`config.mk`:
```
export PLATFORM = sky130hd
export DESIGN_NAME = sha256_msg_driver
export DESIGN_NICKNAME = d
export VERILOG_FILES = /design/src/rtl/sha256_pkg.sv /design/src/rtl/sha256_pad_block.sv /design/src/rtl/sha256_msg_driver.sv
export SDC_FILE = /design/constraint.sdc
export NUM_CORES = 2
export LEC_CHECK = 0
export CAP_MARGIN = 20
export CORE_AREA = 4 4 513 515
export CTS_BUF_LIST = sky130_fd_sc_hd__clkbuf_16
export DETAILED_ROUTE_END_ITERATION = 6
export DIE_AREA = 0 0 517 519
export PLACE_DENSITY = 0.4
export RECOVER_POWER = 100
export REMOVE_ABC_BUFFERS = 1
export SKIP_CTS_REPAIR_TIMING = 1
export SLEW_MARGIN = 20
export SYNTH_ARGS = -nofsm -noshare
export SYNTH_HDL_FRONTEND = slang
export SYNTH_HIERARCHICAL = 1
export SYNTH_SLANG_ARGS = --single-unit
```
`constraint.sdc`:
```
create_clock -name clk -period 4.8 [get_ports clk]
set_input_delay 0.96 -clock clk [delete_from_list [all_inputs] [get_ports clk]]
set_output_delay 0.96 -clock clk [all_outputs]
set_load 0.005 [all_outputs]
```
`src/rtl/sha256_pkg.sv`:
```
// Shared SHA-256 definitions for the message driver and its padding helper.
//   blk_t      : one 512-bit block, element [i] = message word i
//   hash_t     : one 256-bit chaining value, element [i] = H_i
//   H_INIT     : FIPS-180 initial hash value
//   PAD_MARKER : the single '1' bit that follows the message
//   state_e    : driver FSM states
//   pad_mode_e : padding block flavour
package sha256_pkg;

    typedef logic [15:0][31:0] blk_t;
    typedef logic [7:0][31:0]  hash_t;

    localparam logic [31:0] PAD_MARKER = 32'h8000_0000;

    // Packed literal lists the highest element first, so H7 leads and H0 ends.
    localparam hash_t H_INIT = {
        32'h5be0cd19, 32'h1f83d9ab, 32'h9b05688c, 32'h510e527f,
        32'ha54ff53a, 32'h3c6ef372, 32'hbb67ae85, 32'h6a09e667
    };

    typedef enum logic [2:0] {
        IDLE,
        LOAD,
        PAD,
        ISSUE,
        WAIT,
        OUTPUT
    } state_e;

    typedef enum logic {
        PAD_TAIL,   // pad the partially filled block in place
        PAD_EXTRA   // build the trailing length-only block
    } pad_mode_e;

endpackage

```
`src/rtl/sha256_pad_block.sv`:
```
// Combinational SHA-256 padding of one block.
//   blk_in   : block words as loaded so far
//   idx      : number of valid message words in blk_in (0..16)
//   word_cnt : total message length in 32-bit words
//   mode     : PAD_TAIL pads blk_in in place, PAD_EXTRA builds the trailer block
//   marker   : PAD_EXTRA only, put the 0x80000000 marker in word 0
//   blk_out  : padded block
module sha256_pad_block
    import sha256_pkg::*;
#(
    parameter int LEN_W = 32
) (
    input  logic [15:0][31:0] blk_in,
    input  logic [4:0]        idx,
    input  logic [LEN_W-1:0]  word_cnt,
    input  pad_mode_e         mode,
    input  logic              marker,
    output logic [15:0][31:0] blk_out
);

    logic [63:0] bit_len;

    assign bit_len = 64'(word_cnt) << 5;

    always_comb begin
        blk_out = '0;
        if (mode == PAD_EXTRA) begin
            blk_out[0]  = marker ? PAD_MARKER : 32'h0;
            blk_out[14] = bit_len[63:32];
            blk_out[15] = bit_len[31:0];
        end else begin
            // idx == 16 leaves the block untouched; marker spills into PAD_EXTRA.
            for (int i = 0; i < 16; i++) begin
                if (5'(i) < idx)
                    blk_out[i] = blk_in[i];
                else if (5'(i) == idx)
                    blk_out[i] = PAD_MARKER;
            end
            // Length fits only when words 14..15 are still free after the marker.
            if (idx <= 5'd13) begin
                blk_out[14] = bit_len[63:32];
                blk_out[15] = bit_len[31:0];
            end
        end
    end

endmodule

```
`src/rtl/sha256_msg_driver.sv`:
```
// Streams a word-oriented message into a SHA-256 compression core: buffers
// 16-word blocks, applies FIPS-180 padding, chains the hash across blocks and
// presents the final digest.
//   clk, reset            : clock, synchronous active-high reset
//   in_valid/ready/data/last : message word stream (big-endian words)
//   core_start            : one-cycle start pulse to the core
//   core_message/core_hash: block and chaining value, stable while the core runs
//   core_done/core_sha    : core result pulse and value
//   out_valid/out_ready   : digest handshake
//   digest                : final hash, word 0 = H0
module sha256_msg_driver
    import sha256_pkg::*;
#(
    parameter int LEN_W = 32
) (
    input  logic              clk,
    input  logic              reset,
    input  logic              in_valid,
    output logic              in_ready,
    input  logic [31:0]       in_data,
    input  logic              in_last,
    output logic              core_start,
    output logic [15:0][31:0] core_message,
    output logic [7:0][31:0]  core_hash,
    input  logic              core_done,
    input  logic [7:0][31:0]  core_sha,
    output logic              out_valid,
    input  logic              out_ready,
    output logic [7:0][31:0]  digest
);

    state_e            state, nxt;
    blk_t              blk_q;
    hash_t             hash_q;
    logic [4:0]        idx_q;
    logic [LEN_W-1:0]  word_cnt_q;
    logic              final_q;
    logic              len_pend_q;
    logic              mark_pend_q;
    blk_t              pad_blk;
    pad_mode_e         pad_mode;

    // One padder serves both the in-place pad (PAD) and the trailer block (WAIT).
    assign pad_mode = (state == PAD) ? PAD_TAIL : PAD_EXTRA;

    sha256_pad_block #(.LEN_W(LEN_W)) u_pad (
        .blk_in   (blk_q),
        .idx      (idx_q),
        .word_cnt (word_cnt_q),
        .mode     (pad_mode),
        .marker   (mark_pend_q),
        .blk_out  (pad_blk)
    );

    always_ff @(posedge clk) begin
        if (reset) state <= IDLE;
        else       state <= nxt;
    end

    always_comb begin
        nxt        = state;
        in_ready   = 1'b0;
        core_start = 1'b0;
        out_valid  = 1'b0;
        case (state)
            IDLE: begin
                in_ready = 1'b1;
                if (in_valid) nxt = in_last ? PAD : LOAD;
            end
            LOAD: begin
                in_ready = (idx_q < 5'd16);
                if (in_ready && in_valid) begin
                    if (in_last)             nxt = PAD;
                    else if (idx_q == 5'd15) nxt = ISSUE;
                end
            end
            PAD:   nxt = ISSUE;
            ISSUE: begin
                core_start = 1'b1;
                nxt        = WAIT;
            end
            WAIT: begin
                if (core_done) begin
                    if (final_q)         nxt = OUTPUT;
                    else if (len_pend_q) nxt = ISSUE;
                    else                 nxt = LOAD;
                end
            end
            OUTPUT: begin
                out_valid = 1'b1;
                if (out_ready) nxt = IDLE;
            end
            default: nxt = IDLE;
        endcase
    end

    always_ff @(posedge clk) begin
        if (reset) begin
            blk_q       <= '0;
            hash_q      <= '0;
            idx_q       <= '0;
            word_cnt_q  <= '0;
            final_q     <= 1'b0;
            len_pend_q  <= 1'b0;
            mark_pend_q <= 1'b0;
        end else begin
            case (state)
                IDLE: begin
                    if (in_valid) begin
                        hash_q      <= H_INIT;
                        blk_q[0]    <= in_data;
                        idx_q       <= 5'd1;
                        word_cnt_q  <= LEN_W'(1);
                        final_q     <= 1'b0;
                        len_pend_q  <= 1'b0;
                        mark_pend_q <= 1'b0;
                    end
                end
                LOAD: begin
                    if (in_valid && idx_q < 5'd16) begin
                        blk_q[idx_q[3:0]] <= in_data;
                        idx_q             <= idx_q + 5'd1;
                        word_cnt_q        <= word_cnt_q + LEN_W'(1);
                    end
                end
                PAD: begin
                    blk_q       <= pad_blk;
                    final_q     <= (idx_q <= 5'd13);
                    len_pend_q  <= (idx_q >  5'd13);
                    mark_pend_q <= (idx_q == 5'd16);
                end
                WAIT: begin
                    if (core_done) begin
                        hash_q <= core_sha;
                        if (!final_q) begin
                            if (len_pend_q) begin
                                blk_q       <= pad_blk;
                                final_q     <= 1'b1;
                                len_pend_q  <= 1'b0;
                                mark_pend_q <= 1'b0;
                            end else begin
                                idx_q <= 5'd0;
                            end
                        end
                    end
                end
                default: ;
            endcase
        end
    end

    assign core_message = blk_q;
    assign core_hash    = hash_q;
    assign digest       = hash_q;

endmodule

```
==> out/metrics.csv <==
stage,metric,value,unit
synth,syn-cell-area,42600,um2
worst_setup_path,slowest_stage,clkbuf_1,
sta,hold_viol,0,
route,dr.pass1.iters,5,
run,cap_viol_max_count,8,
cells_and_area,fillCellCount,28000,
worst_setup_path,cp_cell_sequence,"clkbuf_1, ha_1, nand3b_1, clkbuf_1, o21ai_0, o211ai_1, buf_4, a221oi_1",
worst_setup_path,critical_path_class,flip-flop to flip-flop,
cells_and_area,final_common_cell,dlygate4sd3_1,
floorplanning,die_width,517,um
floorplanning,initial_core_util,16.5,%
worst_setup_path,crit_top_cell,clkbuf_1,
synth,synth_area_leaders,"dfxtp_1 (38%), a221oi_1 (9.9%), o31ai_1 (8.7%)",
route,ant_nets,0,
clock_network,cts-root-buf,clkbuf_16,
clock_network,cts.path.max_buffers,3,
sta,finalCriticalPeriod,4.01,ns
sta,fmax,0.249,GHz
clock_network,clock_latency,0.79,ns
floorplanning,die_area,268000,um2
floorplanning,io_pins,1321,
grt,antenna_found_initial,45,
place,globalplace.congestion,0.869,
hold_path,min_to,core_message[380],
place,dp_hpwl,203000,um
worst_setup_path,r2r-start,idx_q[1],
route,num_vias,43400,
run_status,outcome,"complete, but fails checks",
worst_setup_path,endpoint_kind,flip-flop,
grt,grt_pass1_vias,42500,
worst_setup_path,rr_endpoint,core_message[379],
synth,ys.flop_type,dfxtp_1,
synth,synth_top_area_share,38.1,%
synth,yosysWarnings,6,
synth,synth-edff-count,0,
hold_path,worstHoldStart,core_message[380],
worst_setup_path,cp_max_fo,33,
clock_network,cts_buffers,110,
route,drt_iter0_markers,3877,
synth,syn-instance-count,4966,
sta,worst_slack,0.785,ns
synth,synthArstFlopShare,0,%
sta,hold_slack,0.472,ns
hold_path,hold_depth,2,
sta,relSlewSlack,-42.2,%
pwr,power-per-cell-area,396,nW/um2
route,wl_per_cell,32.6,um
cells_and_area,area_delta_synth_final,41.1,%
worst_setup_path,reg2reg_depth,8,
route,post-route-drc-count,0,
grt,grt_usage,21.1,%
floorplanning,core,259000,um2
synth,synth.yosys.seq_area_share,38.1,%
worst_setup_path,worst_ep_required_time,5.36,ns
hold_path,hold_path_class,flip-flop to flip-flop,
place,io_buffer_count,1320,
route,viasPerCell,4.75,
sta,clock_skew,0.0637,ns
place,post-place-ws,0.747,ns
sta,fin_tns_setup,0,ns
synth,yosys.area.top_type,dfxtp_1,
clock_network,h-tree-depth,3,
route,drt-total-wl,299000,um
pwr,leakagePower,22.9,nW
clock_network,cts.sinks,811,
worst_setup_path,critPathMaxStageDelay,1.34,ns
clock_network,clkTransAtPathRegs,0.06,ns
worst_setup_path,worstPathArrival,4.58,ns
cells_and_area,layout.cells.non_filler,9148,
floorplanning,die_y,519,um
synth,syn_area_per_cell,8.59,um2
grt,grt_pass1_wl,396000,um
worst_setup_path,crit_path_start_kind,flip-flop,
run_status,failed_checks,"capacitance limit, slew limit",
cells_and_area,nets,5928,
cells_and_area,layout.cells.most_common_list,"dlygate4sd3_1 (1027), dfxtp_1 (808), or3_1 (525)",
synth,synth-seq-cells,811,
floorplanning,row_count,187,
cells_and_area,layout-drive-gt1-share,8.26,%
synth,ys_types,67,
grt,grt_max_degree,219,
worst_setup_path,r2r_slack,0.79,ns
sta,maxSlewViolCount,389,
sta,tightest_slew,2.13,ns
clock_network,cts_tree,yes,
sta,fin_crit_sh,83.6,%
grt,grt-ovfl-total,0,
sta,setup_viol,0,
sta,rsz0062_at_grt,no,
pwr,ir_drop,0.292,mV
place,placedCellCount,8918,
[flip-flops by register name, indices dropped and copies added, names as in the netlist]
signal and count:
final_q 1, idx_q 5, core_message 512, mark_pend_q 1
state 3, core_hash 256, word_cnt_q 32, len_pend_q 1
[stage by stage]
| step | utilization [%] | instance area (um2) | total power, W |
|---|---|---|---|
| after floorplan | - | 38100 | 0.0116 |
| after detailed placement | 21.9 | 56800 | 0.0161 |
| after CTS | 23.3 | 60300 | 0.0245 |
| after global placement | 21.9 | 56800 | 0.0161 |
| final | 23.3 | 60200 | 0.0238 |
| after global routing | 23.2 | 60100 | 0.0249 |
[layout make-up]
cell class | instances | area (um2) | area share [%]
well taps | 3402 | 4260 | 7.07
clock inverters | 91 | 717 | 1.19
flip-flops and latches | 811 | 16200 | 27.0
clock buffers | 110 | 2750 | 4.57
inverters | 497 | 1870 | 3.11
multi-input cells | 2781 | 20200 | 33.5
diodes | 29 | 72.6 | 0.121
repair buffers | 1427 | 14100 | 23.4
[Yosys cell counts, types with 2 or more instances]
cell type	number
a211o_1	2
a21o_1	2
a21oi_1	39
a21oi_2	4
a21oi_4	3
a221oi_1	480
a22o_1	31
a22oi_1	123
a2bb2oi_1	2
a31oi_1	5
and2_1	468
and4_1	3
buf_1	45
buf_2	70
buf_4	284
buf_6	8
clkbuf_1	463
clkbuf_2	7
dfxtp_1	811
ha_1	6
inv_1	496
mux2i_1	36
nand2_1	59
nand2b_1	3
nand3_1	16
nand3b_1	10
nand4_1	14
nor2_1	141
nor2_2	4
nor2b_1	7
nor3_1	12
nor3b_1	3
nor4_1	6
o211ai_1	44
o211ai_2	7
o21a_1	7
o21ai_0	33
o221a_2	136
o31ai_1	496
or2_2	3
or3_1	525
or3b_2	5
or4_1	17
xnor2_1	5
xor2_1	3
[power breakdown]
part	leakage (nW)	switching [W]	total [W]	internal, W
sequential	6.60	0.000716	0.00819	0.00748
combinational	14.5	0.00460	0.00746	0.00287
clock	1.79	0.00368	0.00818	0.00450
total	22.9	0.00900	0.0238	0.0148
[layer usage]
layer	global-route usage, %	part of all wire (%)	up-vias
met2	35.1	48	1912
met1	23.3	37	21800
met5	0	0.0047	-
met4	14.3	7.8	2
li1	-	-	19300
met3	5.85	7.6	459
[worst max-delay path: cells and delay by family (launching register included)]
family | cells | cell delay (ns)
AO/OA/AOI/OAI | 3 | 0.61
buffers and inverters | 3 | 2.16
flip-flops | 1 | 0.36
adder cells (fa/ha/maj) | 1 | 0.51
AND/OR/NAND/NOR | 1 | 0.14
[cell families (layout without fill, tap and decap cells)]
logic type,count (synthesis),count (layout),share of synthesized area (%)
AO/OA/AOI/OAI,1426,1426,27.7
XOR/XNOR,8,8,0.164
adder cells (fa/ha/maj),6,6,0.176
buffers and inverters,1374,2125,15.0
flip-flops,811,811,38.1
multiplexers,37,37,0.871
other,0,29,0
AND/OR/NAND/NOR,1304,1304,18.1
[worst max-delay path by stage]
stage | startpoint | endpoint | slack (ns) | cells after the start
floorplan | state[1] | core_message[480] | -47.45 | 4
global placement | in_valid | core_message[252] | 0.78 | 7
detailed placement | in_valid | core_message[252] | 0.75 | 7
CTS | state[0] | in_ready | 0.85 | 4
global route | idx_q[1] | core_message[455] | 0.43 | 7
finish | idx_q[1] | core_message[379] | 0.79 | 8
Note: power is estimated with default switching activity, not from simulation.
